===== config.mk =====
export PLATFORM = sky130hd
export DESIGN_NAME = adau1761_config_sequencer
export DESIGN_NICKNAME = d
export VERILOG_FILES = /design/src/rtl/adau1761_config_sequencer.sv
export SDC_FILE = /design/constraint.sdc
export NUM_CORES = 1
export LEC_CHECK = 0
export BUFFER_PORTS_ARGS = -buffer_cell sky130_fd_sc_hd__buf_2
export CAP_MARGIN = 20
export CORE_MARGIN = 1
export CORE_UTILIZATION = 40
export CTS_CLUSTER_SIZE = 14
export DETAILED_ROUTE_END_ITERATION = 6
export GPL_ROUTABILITY_DRIVEN = 0
export PLACE_DENSITY_LB_ADDON = 0.15
export SLEW_MARGIN = 15
export SYNTH_ARGS = -nofsm -noshare
export SYNTH_HDL_FRONTEND = slang
export SYNTH_SLANG_ARGS = --single-unit

===== constraint.sdc =====
create_clock -name clk -period 2 [get_ports clk]
set_input_delay 0.1 -clock clk [delete_from_list [all_inputs] [get_ports clk]]
set_output_delay 0.1 -clock clk [all_outputs]
set_load 0.02 [all_outputs]

===== src/rtl/adau1761_config_sequencer.sv =====
// ADAU1761 configuration sequencer: runs the 9-bit program held in the config ROM
// and turns it into START/byte/STOP commands, delays, jumps and trigger-driven branches.
module adau1761_config_sequencer #(
    parameter int DELAY_CYCLES = 400000,
    parameter int DELAY_W      = 20
) (
    input  logic       clk,
    input  logic       reset,
    output logic [9:0] rom_address,
    input  logic [8:0] rom_data,
    output logic       cmd_valid,
    input  logic       cmd_ready,
    output logic [1:0] cmd_type,
    output logic [7:0] cmd_data,
    input  logic       cmd_done,
    input  logic       cmd_nack,
    input  logic [1:0] trig,
    output logic [1:0] trig_ack,
    output logic       config_done,
    output logic       nack_error,
    output logic       busy
);

    typedef enum logic [2:0] {
        S_FETCH1,
        S_FETCH2,
        S_DECODE,
        S_ISSUE,
        S_WAIT_DONE,
        S_DELAY
    } state_t;

    state_t             r_state;
    state_t             w_next;
    logic [9:0]         r_pc;
    logic               r_in_txn;
    logic               r_skip;
    logic [DELAY_W-1:0] r_dly_cnt;
    logic [1:0]         r_cmd_type;
    logic [7:0]         r_cmd_data;
    logic               r_config_done;
    logic               r_nack_error;

    logic       w_is_write;
    logic       w_is_stop;
    logic       w_is_delay;
    logic       w_is_jump;
    logic       w_is_test;
    logic       w_test_bit;
    logic       w_issue_stop;
    logic       w_dly_last;
    logic [9:0] w_jump_target;

    assign w_is_write    = rom_data[8];
    assign w_is_stop     = (rom_data == 9'h0FF);
    assign w_is_delay    = (rom_data == 9'h0EF);
    assign w_is_jump     = (rom_data[8:5] == 4'b0000);
    assign w_is_test     = (rom_data[8:1] == 8'b0100_0000);
    assign w_test_bit    = trig[rom_data[0]];
    // A STOP only reaches the bus when a transaction is actually open.
    assign w_issue_stop  = w_is_stop & r_in_txn;
    assign w_dly_last    = (r_dly_cnt == DELAY_W'(DELAY_CYCLES - 1));
    assign w_jump_target = {2'b00, rom_data[4:0], 3'b000};

    assign rom_address = r_pc;
    assign cmd_type    = r_cmd_type;
    assign cmd_data    = r_cmd_data;
    assign config_done = r_config_done;
    assign nack_error  = r_nack_error;

    always_ff @(posedge clk) begin
        if (reset) begin
            r_state       <= S_FETCH1;
            r_pc          <= '0;
            r_in_txn      <= 1'b0;
            r_skip        <= 1'b0;
            r_dly_cnt     <= '0;
            r_cmd_type    <= 2'b00;
            r_cmd_data    <= '0;
            r_config_done <= 1'b0;
            r_nack_error  <= 1'b0;
        end else begin
            r_state <= w_next;
            case (r_state)
                S_DECODE: begin
                    if (w_is_write) begin
                        r_cmd_type <= r_in_txn ? 2'b01 : 2'b00;
                        r_cmd_data <= rom_data[7:0];
                        r_in_txn   <= 1'b1;
                    end else if (w_issue_stop) begin
                        r_cmd_type <= 2'b10;
                        r_cmd_data <= rom_data[7:0];
                        r_in_txn   <= 1'b0;
                    end else if (w_is_delay) begin
                        r_dly_cnt <= '0;
                    end else if (w_is_jump) begin
                        r_pc   <= r_skip ? r_pc + 10'd1 : w_jump_target;
                        r_skip <= 1'b0;
                    end else begin
                        if (w_is_test) begin
                            r_skip        <= ~w_test_bit;
                            r_config_done <= 1'b1;
                        end
                        r_pc <= r_pc + 10'd1;
                    end
                end
                S_WAIT_DONE: begin
                    if (cmd_done) begin
                        r_pc <= r_pc + 10'd1;
                        if (cmd_nack) r_nack_error <= 1'b1;
                    end
                end
                S_DELAY: begin
                    r_dly_cnt <= r_dly_cnt + DELAY_W'(1);
                    if (w_dly_last) r_pc <= r_pc + 10'd1;
                end
                default: ;
            endcase
        end
    end

    always_comb begin
        w_next = r_state;
        case (r_state)
            S_FETCH1:    w_next = S_FETCH2;
            S_FETCH2:    w_next = S_DECODE;
            S_DECODE: begin
                if (w_is_write || w_issue_stop) w_next = S_ISSUE;
                else if (w_is_delay)            w_next = S_DELAY;
                else                            w_next = S_FETCH1;
            end
            S_ISSUE:     if (cmd_ready)  w_next = S_WAIT_DONE;
            S_WAIT_DONE: if (cmd_done)   w_next = S_FETCH1;
            S_DELAY:     if (w_dly_last) w_next = S_FETCH1;
            default:     w_next = S_FETCH1;
        endcase
    end

    always_comb begin
        cmd_valid = (r_state == S_ISSUE);
        busy      = (r_state == S_ISSUE) || (r_state == S_WAIT_DONE) || (r_state == S_DELAY);
        trig_ack  = 2'b00;
        if ((r_state == S_DECODE) && w_is_test && w_test_bit) trig_ack[rom_data[0]] = 1'b1;
    end

endmodule


### Yosys cells after proc, flatten, opt, wreduce, memory -nomap -nowiden

Index checks and enable logic that the tools add are counted.

* reductions and logical operators: 19
* mux-type cells: 32
* equal/unequal tests: 16
* $lt $le $gt $ge: 2
* bitwise gates (word level): 6
* add/subtract/negate cells: 2

Operators by type and width (number)
* $mux W10: 7
* $mux W20: 3
* $pmux W20 S2: 1
* $pmux W10 S3: 1
* $add A20 B1 Y20 const B: 1
* $eq A20 B19 Y1 const B: 1
* $eq A9 B8 Y1 const B: 2
* $pmux W3 S6: 1
* $mux W8: 2
* $mux W3: 5
* $ne A2 B2 Y1 const B: 6
* $reduce_and A6 Y1: 2
* $add A10 B1 Y10 const B: 1
* $eq A8 B7 Y1 const B: 1
* $mux W1: 8
* $eq A3 B2 Y1 const B: 2
* $eq A3 B3 Y1 const B: 2
* $mux W2: 3
* $reduce_and A3 Y1: 2
* $reduce_bool A2 Y1: 3
* $not A1 Y1: 5
* $reduce_and A5 Y1: 1
* $logic_not A4 Y1: 1
* $reduce_and A4 Y1: 1
* 11 further kinds: 15

* output and inout bits: 26
* word-level logic and storage cells: 86
* bits of input ports: 16
* register bits: 47

### Depth between registers and ports, before layout

Gate-level depths: netlist of the first run.

* depth after elaboration: 7
* depth in mapped cells: 8
* mapped depth without buffers: 6

### Worst setup path after synthesis of the first run

No wires, ideal clock.

* path kind: register to register
* start point: register r_dly_cnt[0]
* end point: register r_pc[9] (netlist: rom_address[9])
* required time: 1.867 ns
* setup time: 0.133 ns
* path buffers: 1
* arrival time: 1.726 ns
* cell stages (with the launch flop): 8
* path slack: 0.142 ns
* period minus slack after synthesis: 1.858 ns
* path through: dfxtp_1 -> ha_1 -> and4bb_1 -> nand4_2 -> o221a_2 -> buf_6 -> o41ai_1 -> o31ai_1

* longest elaborated chain between the ends: 3

RTL lines
* start: declaration: line 38 `logic [DELAY_W-1:0] r_dly_cnt;`
* start signal: assignment: line 114 `r_dly_cnt <= r_dly_cnt + DELAY_W'(1);`
* $eq A20 B19 Y1: line 62 `assign w_dly_last = (r_dly_cnt == DELAY_W'(DELAY_CYCLES - 1));`
* $ne A2 B2 Y1 (no source line)
* $reduce_and A6 Y1 (no source line)
* end signal: assignment: line 97 `r_pc <= r_skip ? r_pc + 10'd1 : w_jump_target;`
* end signal: assignment: line 104 `r_pc <= r_pc + 10'd1;`
* end signal: assignment: line 109 `r_pc <= r_pc + 10'd1;`
* end: declaration: line 35 `logic [9:0] r_pc;`

Every way passes these cells.
A chain may end at the register's enable or synchronous reset.

### Worst setup path after layout of the first run

* start point: register r_dly_cnt[11]
* end point: register r_pc[9] (netlist: rom_address[9])

The elaborated chain is that of the path after synthesis.

==> metrics, run 1 <==
outcome finished, final reports clean; PwrDens 642.3 mW/mm2; Port-buffer cells 41; Reg clk slew, reported paths 0.10 ns; slew margin rel. between 60% and 70%; Die Wd 82.29 um; critical path type flop to flop; DR iter-0 viols 95; Sink Count 47; Seq/Total Area, Yosys a little over a third; Die Area between 0.006 and 0.007 mm2; CP Launch Type flop; synth unique cells 66; post-route ant nets 0; vias 2,370; FF+latch count, synth 47; post-route clock period utilization 93.87%; placed cell count 418; setup TNS 0 ns; Hold WC Path Type input port to flop; top cells by area, synth dfxtp_1 (36%), nand2_1 (5.1%), nor2_1 (4.5%), xor2_1 (4.4%), a21oi_1 (4.3%); layout net count 369; CTS H-tree lvls 2; skew final ~0.013 ns; die height ~80 um; number of enable flip-flop cells after synthesis 0; Num CTS Buffers 5; area fraction of the dominant cell type after synthesis 36.49%; antenna violations before repair 0; number of global-route vias before repair 2,155; initial core utilization 42.55%; drt total wl ~6.4 mm; worst-skew pair later-pin latency 0.30 ns; leakage power roughly 1.2 nW; number of antenna diodes 0; cell area after synthesis 0.002579 mm2; max cap viols 0; largest area contributor in the netlist dfxtp_1; setup repair after global routing missed its margin false; WP data required roughly 2.2 ns; post-DR wirelength/cell 14.93 um; Final Non-Filler Cells approximately 430; final hold violations 0; Max clock buf depth 2; ys async rst share 0%; Congestion Overflow GR 0; Avg Inst Size Synth 8.771 um2; Core Footprint 0.006061 mm2; CTS tree yes; Syn Inst Count 294; Final Critical Period about 1.9 ns; first-pass GRT wire length between 10 and 15 mm; share of layout cells above drive strength 1 28.69%; worst-margin pin slew 0.4896 ns; peak supply drop just over 0.4 mV; Final Setup Violations 0; vias per inst 5.550; Rows 28; Hold Buf Count CTS 0; Tot GR Track Use 20.41%; crit path DAT 2.06 ns; Clock Tree Root clkbuf_8; Mapped Nets 312; maximum number of pins on one net before global-route repair 19; Area Growth Syn to Fin 21.30%; synth warn 0; Worst Setup End Kind flop; max-slew violations 0; IO Count 42; 1st-pass router iterations 4; worst-path fanout max 10; Post-synth top flop dfxtp_1; drt drc 0; dpl hpwl 4.654 mm; Fmax approximately 0.53 GHz
## flip-flops by register name, indices dropped and copies added (netlist names), 2 cells and up
signal,flops
cmd_type,2
cmd_data,8
r_dly_cnt,20
r_state,3
rom_address,10
## power by group
part	internal [mW]	switching (mW)
Clock	0.499	0.341
Sequential	0.952	0.0198
Combinational	0.0702	0.127
## logic make-up (layout without fill, tap and decap cells)
family	count (synthesis)	count (layout)	synth area share, %
xor+xnor	13	13	4.415
flops	47	47	36.49
simple gates	132	132	28.38
mux	4	4	1.698
buf+inv	26	84	6.987
compound gates	70	70	21.06
fa+ha+maj	2	2	0.9702
## cell usage after synthesis, types with 5 or more instances
cell type and instances:
buf_6 7, or3_1 5, o21ai_0 6, o2111ai_1 6, nand2_1 35, xor2_1 13, nor2_1 31, and3_1 11
nor4_1 7, buf_2 5, dfxtp_1 47, inv_1 8, a21oi_1 22
## final timing paths
check | start | end | slack, ns | cells after the start
setup reg to reg | r_dly_cnt[11]$_SDFFE_PP0P_ | rom_address[9]$_SDFFE_PP0P_ | 0.12 | 6
hold reg to reg | config_done$_SDFFE_PP0P_ | config_done$_SDFFE_PP0P_ | 0.45 | 2
hold / removal | rom_data[7] | cmd_data[7]$_SDFFE_PP0P_ | 0.06 | 3
setup / recovery | r_dly_cnt[11]$_SDFFE_PP0P_ | rom_address[9]$_SDFFE_PP0P_ | 0.12 | 6
## cells in the final DEF, fill, tap and decap left out, types with 4 or more instances in the layout
cell type / Yosys / routed
nand3_1: 4 / 4
o32ai_1: 4 / 4
buf_2: 5 / 41
a21oi_1: 22 / 22
o21ai_0: 6 / 6
and3_1: 11 / 11
nand4_1: 4 / 4
nor2b_1: 4 / 4
nand2b_1: 4 / 4
clkbuf_8: 2 / 5
inv_1: 8 / 8
nor3_1: 4 / 4
nand2_1: 35 / 35
o211ai_1: 4 / 4
o2111ai_1: 6 / 6
xor2_1: 13 / 13
nor2_1: 31 / 31
or3_1: 5 / 5
dfxtp_1: 47 / 46
nor4_1: 7 / 7
buf_4: 1 / 26
## layer usage
| metal | routed length [um] | vias to the layer above | part of all wire [%] | global-route usage (%) |
|---|---|---|---|---|
| met4 | 57 | 0 | 0.89 | 5.263 |
| met3 | 213 | 5 | 3.3 | 2.967 |
| met2 | 2806 | 36 | 44 | 30.08 |
| met5 | 0 | - | 0 | 0 |
| li1 | - | 1202 | - | - |
| met1 | 3295 | 1127 | 52 | 30.59 |
## stage by stage
stage	utilization, %	hold slack, ns	total power, mW	instance area [um2]	worst slack (ns)
6_report	51.61	0.05769	2.009	3128	0.1227
5_1_grt	51.61	0.06322	2.089	3128	0.01123
4_1_cts	50.70	0.05311	2.020	3073	0.009649
3_5_place_dp	48.43	0.3806	1.184	2935	0.006961
3_3_place_gp	48.43	0.3801	1.183	2935	0.03984
2_1_floorplan	-	0.2336	1.124	2579	0.1417
## timing repair
| item | CTS | global route |
|---|---|---|
| setup buffers | 0 | 1 |
| gates resized for setup | 1 | 8 |
| pin swaps | 0 | 1 |
| setup endpoints to repair | 3 | 10 |
## area by class of cell
type                       instances  area, um2
clock buffer                       5      68.82
clock inverter                     3      67.56
fill                             626       2933
inverter                           8      30.03
multi-input combinational        221       1505
sequential                        47      942.2
tap                               75      93.84
timing repair buffer              68      420.4
## critical path, stage by stage (launching register included)
cell      delay (ns)
dfxtp_1         0.38
nor4bb_4        0.30
buf_4           0.15
nand4_2         0.13
o221a_4         0.34
o41ai_2         0.34
o31ai_1         0.12
No activity file was read; power rests on OpenSTA's default activity.
==> run 2, diff against run 1 <==
==> constraint.sdc (replaced) <==
create_clock -name clk -period 2.4 [get_ports clk]
set_input_delay 0.12 -clock clk [delete_from_list [all_inputs] [get_ports clk]]
set_output_delay 0.12 -clock clk [all_outputs]
set_load 0.02 [all_outputs]
==> run 2 against run 1 <==
Non-clock buffer count decreased by 19. Setup slack improved by 0.075 ns. Largest cell class unchanged. Power decreased by 18%. Count of clock-buffer cells in the layout increased by 1. Clock power decreased by 19%. Final area decreased by 6.6%. Combinational power decreased by 19%. Sequential share of layout area increased by 2.1 points. Clock skew decreased by 0.0064 ns. Sequential power decreased by 17%. Flip-flop and latch count unchanged. Worst hold slack improved by 0.028 ns.
==> metrics, run 2 (same netlist as run 1, synthesis figures left out) <==
final hold violations 0 (unchanged); Int Power 1.263 mW (-17%); peak supply drop 0.3602 mV (-12%); maximum number of pins on one net before global-route repair 33 (+14); PwrDens 564.2 mW/mm2 (-12%); Comb power frac 9.6% (-0.2 points); dpl hpwl 4.276 mm (-8.1%); worst-margin pin slew 0.6532 ns (+0.1636 ns); Util after Layout 48.18% (-3.4 points); overall power 1.648 mW (-18%); setup repair after global routing missed its margin false; routed length on met3 254 um (+19%); Area Growth Syn to Fin 13.25%; highest metal used met4; placed cell count 400 (-4.3%); switching share of power 23.32% (-0.99 points); Port-buffer cells 41 (unchanged); Hold WC Path Type input port to flop; Hold Buf Count CTS 0 (unchanged); Final Critical Period 2.203 ns (+0.3253 ns); Clock Tree Root clkbuf_8; number of global-route vias before repair 1,931 (-10%); post-route clock period utilization 91.78% (-2.1 points); CP Launch Type flop; Setup Buffers After CTS 0 (unchanged); Sink Count 47 (unchanged); leakage power 1.115 nW (-9.0%); WL met2 2.447 mm (-13%); total net switching power 0.3843 mW (-21%); Rows 28 (unchanged); crit path DAT 2.43 ns (+0.37 ns); first-pass GRT wire length 9.625 mm (-9.4%); number of antenna diodes 0 (unchanged); Fmax 0.4540 GHz (-15%); Core Footprint 0.006061 mm2 (unchanged); clock share of power 41.5% (-0.3 points); Num CTS Buffers 5 (unchanged); met1 WL 3.172 mm (-3.7%); share of layout cells above drive strength 1 22.82% (-5.9 points); Largest register FFs 20 (unchanged); die height 82.29 um (unchanged); vias 2,264 (-4.5%); 1st-pass router iterations 4 (unchanged); PostCTS Resize Cnt 0 (-1); WP data required 2.63 ns (+0.45 ns); antenna violations before repair 0 (unchanged); part of the power in registers 48.9% (+0.5 points); DR iter-0 viols 90 (-5.3%); outcome finished, final reports clean; CTS H-tree lvls 2 (unchanged); DP Worst Slack 0.2551 ns (+0.2482 ns); worst-skew pair later-pin latency 0.29 ns (about the same); Final Setup Violations 0 (unchanged); slew margin rel. 56.45% (-11 points); CTS tree yes; most frequent cells in the layout dfxtp_1 (47), buf_2 (41), nand2_1 (35); Die Area 0.006772 mm2 (unchanged); layout net count 350 (-5.1%); Worst Slack Setup Final 0.1973 ns (+0.07466 ns); post-route ant nets 0 (unchanged); Die Wd 82.29 um (unchanged); post-DR wirelength/cell 14.61 um (-2.1%); vias per inst 5.549 (about the same); critical path type flop to flop; max cap viols 0 (unchanged); IO Count 42 (unchanged); Congestion Overflow GR 0 (unchanged); Worst R2R Setup Slack 0.20 ns (+0.07 ns); drt total wl 5.960 mm (-6.5%); setup TNS 0 ns (unchanged); Max clock buf depth 2 (unchanged); worst-path fanout max 17 (+7); Worst Setup End Kind flop; skew final 0.006161 ns (-0.006410 ns); final-layout fill cell count 608 (-2.9%); initial core utilization 42.55% (unchanged); max-slew violations 0 (unchanged); commonest non-fill, non-tap cell in the layout dfxtp_1; Final Non-Filler Cells 408 (-4.4%); Reg with most FFs r_dly_cnt; drt drc 0 (unchanged); Reg clk slew, reported paths 0.09 ns (about the same); Tot GR Track Use 18.53% (-1.9 points)
run 2: final timing paths:
kind	startpoint	to	cells after the start
worst max register to register	r_state[1]$_SDFFE_PP0P_	r_dly_cnt[18]$_SDFFE_PP0P_	5
worst min-delay path	rom_data[6]	cmd_data[6]$_SDFFE_PP0P_	3
worst max-delay path	r_state[1]$_SDFFE_PP0P_	r_dly_cnt[18]$_SDFFE_PP0P_	5
worst min register to register	config_done$_SDFFE_PP0P_	config_done$_SDFFE_PP0P_	2
run 2: metal layers:
layer,global-route usage [%],vias up
met3,3.297,7
met2,27.27,50
met5,0,-
met1,27.05,1045
li1,-,1162
met4,5.965,0
run 2: metrics by stage:
step           hold WS, ns  cell area (um2)
2_1_floorplan       0.2536             2579
3_3_place_gp        0.3974             2788
3_5_place_dp        0.4006             2788
4_1_cts            0.07368             2920
5_1_grt            0.08878             2920
6_report           0.08570             2920
run 2: layout make-up:
cell class                 count  area (um2)  area share (%)
clock buffer                   6       72.57           2.485
clock inverter                 2       60.06           2.057
inverter                       8       30.03           1.028
multi-input combinational    221        1458           49.91
sequential                    47       940.9           32.22
tap                           75       93.84           3.213
timing repair buffer          49       265.3           9.083
run 2: critical path, cell delays in order, from the launching register on:
cell,delay (ns)
dfxtp_1,0.46
and4bb_1,0.25
and4_1,0.63
o2111ai_2,0.29
or3_1,0.37
a21oi_1,0.14
run 2: power by group through the flow:
stage / clock (mW) / combinational, mW / sequential [mW]
6_report: 0.683 / 0.159 / 0.806
5_1_grt: 0.734 / 0.174 / 0.808
4_1_cts: 0.704 / 0.159 / 0.805
3_5_place_dp: 0 / 0.158 / 0.824
3_3_place_gp: 0 / 0.158 / 0.823
2_1_floorplan: 0 / 0.106 / 0.831
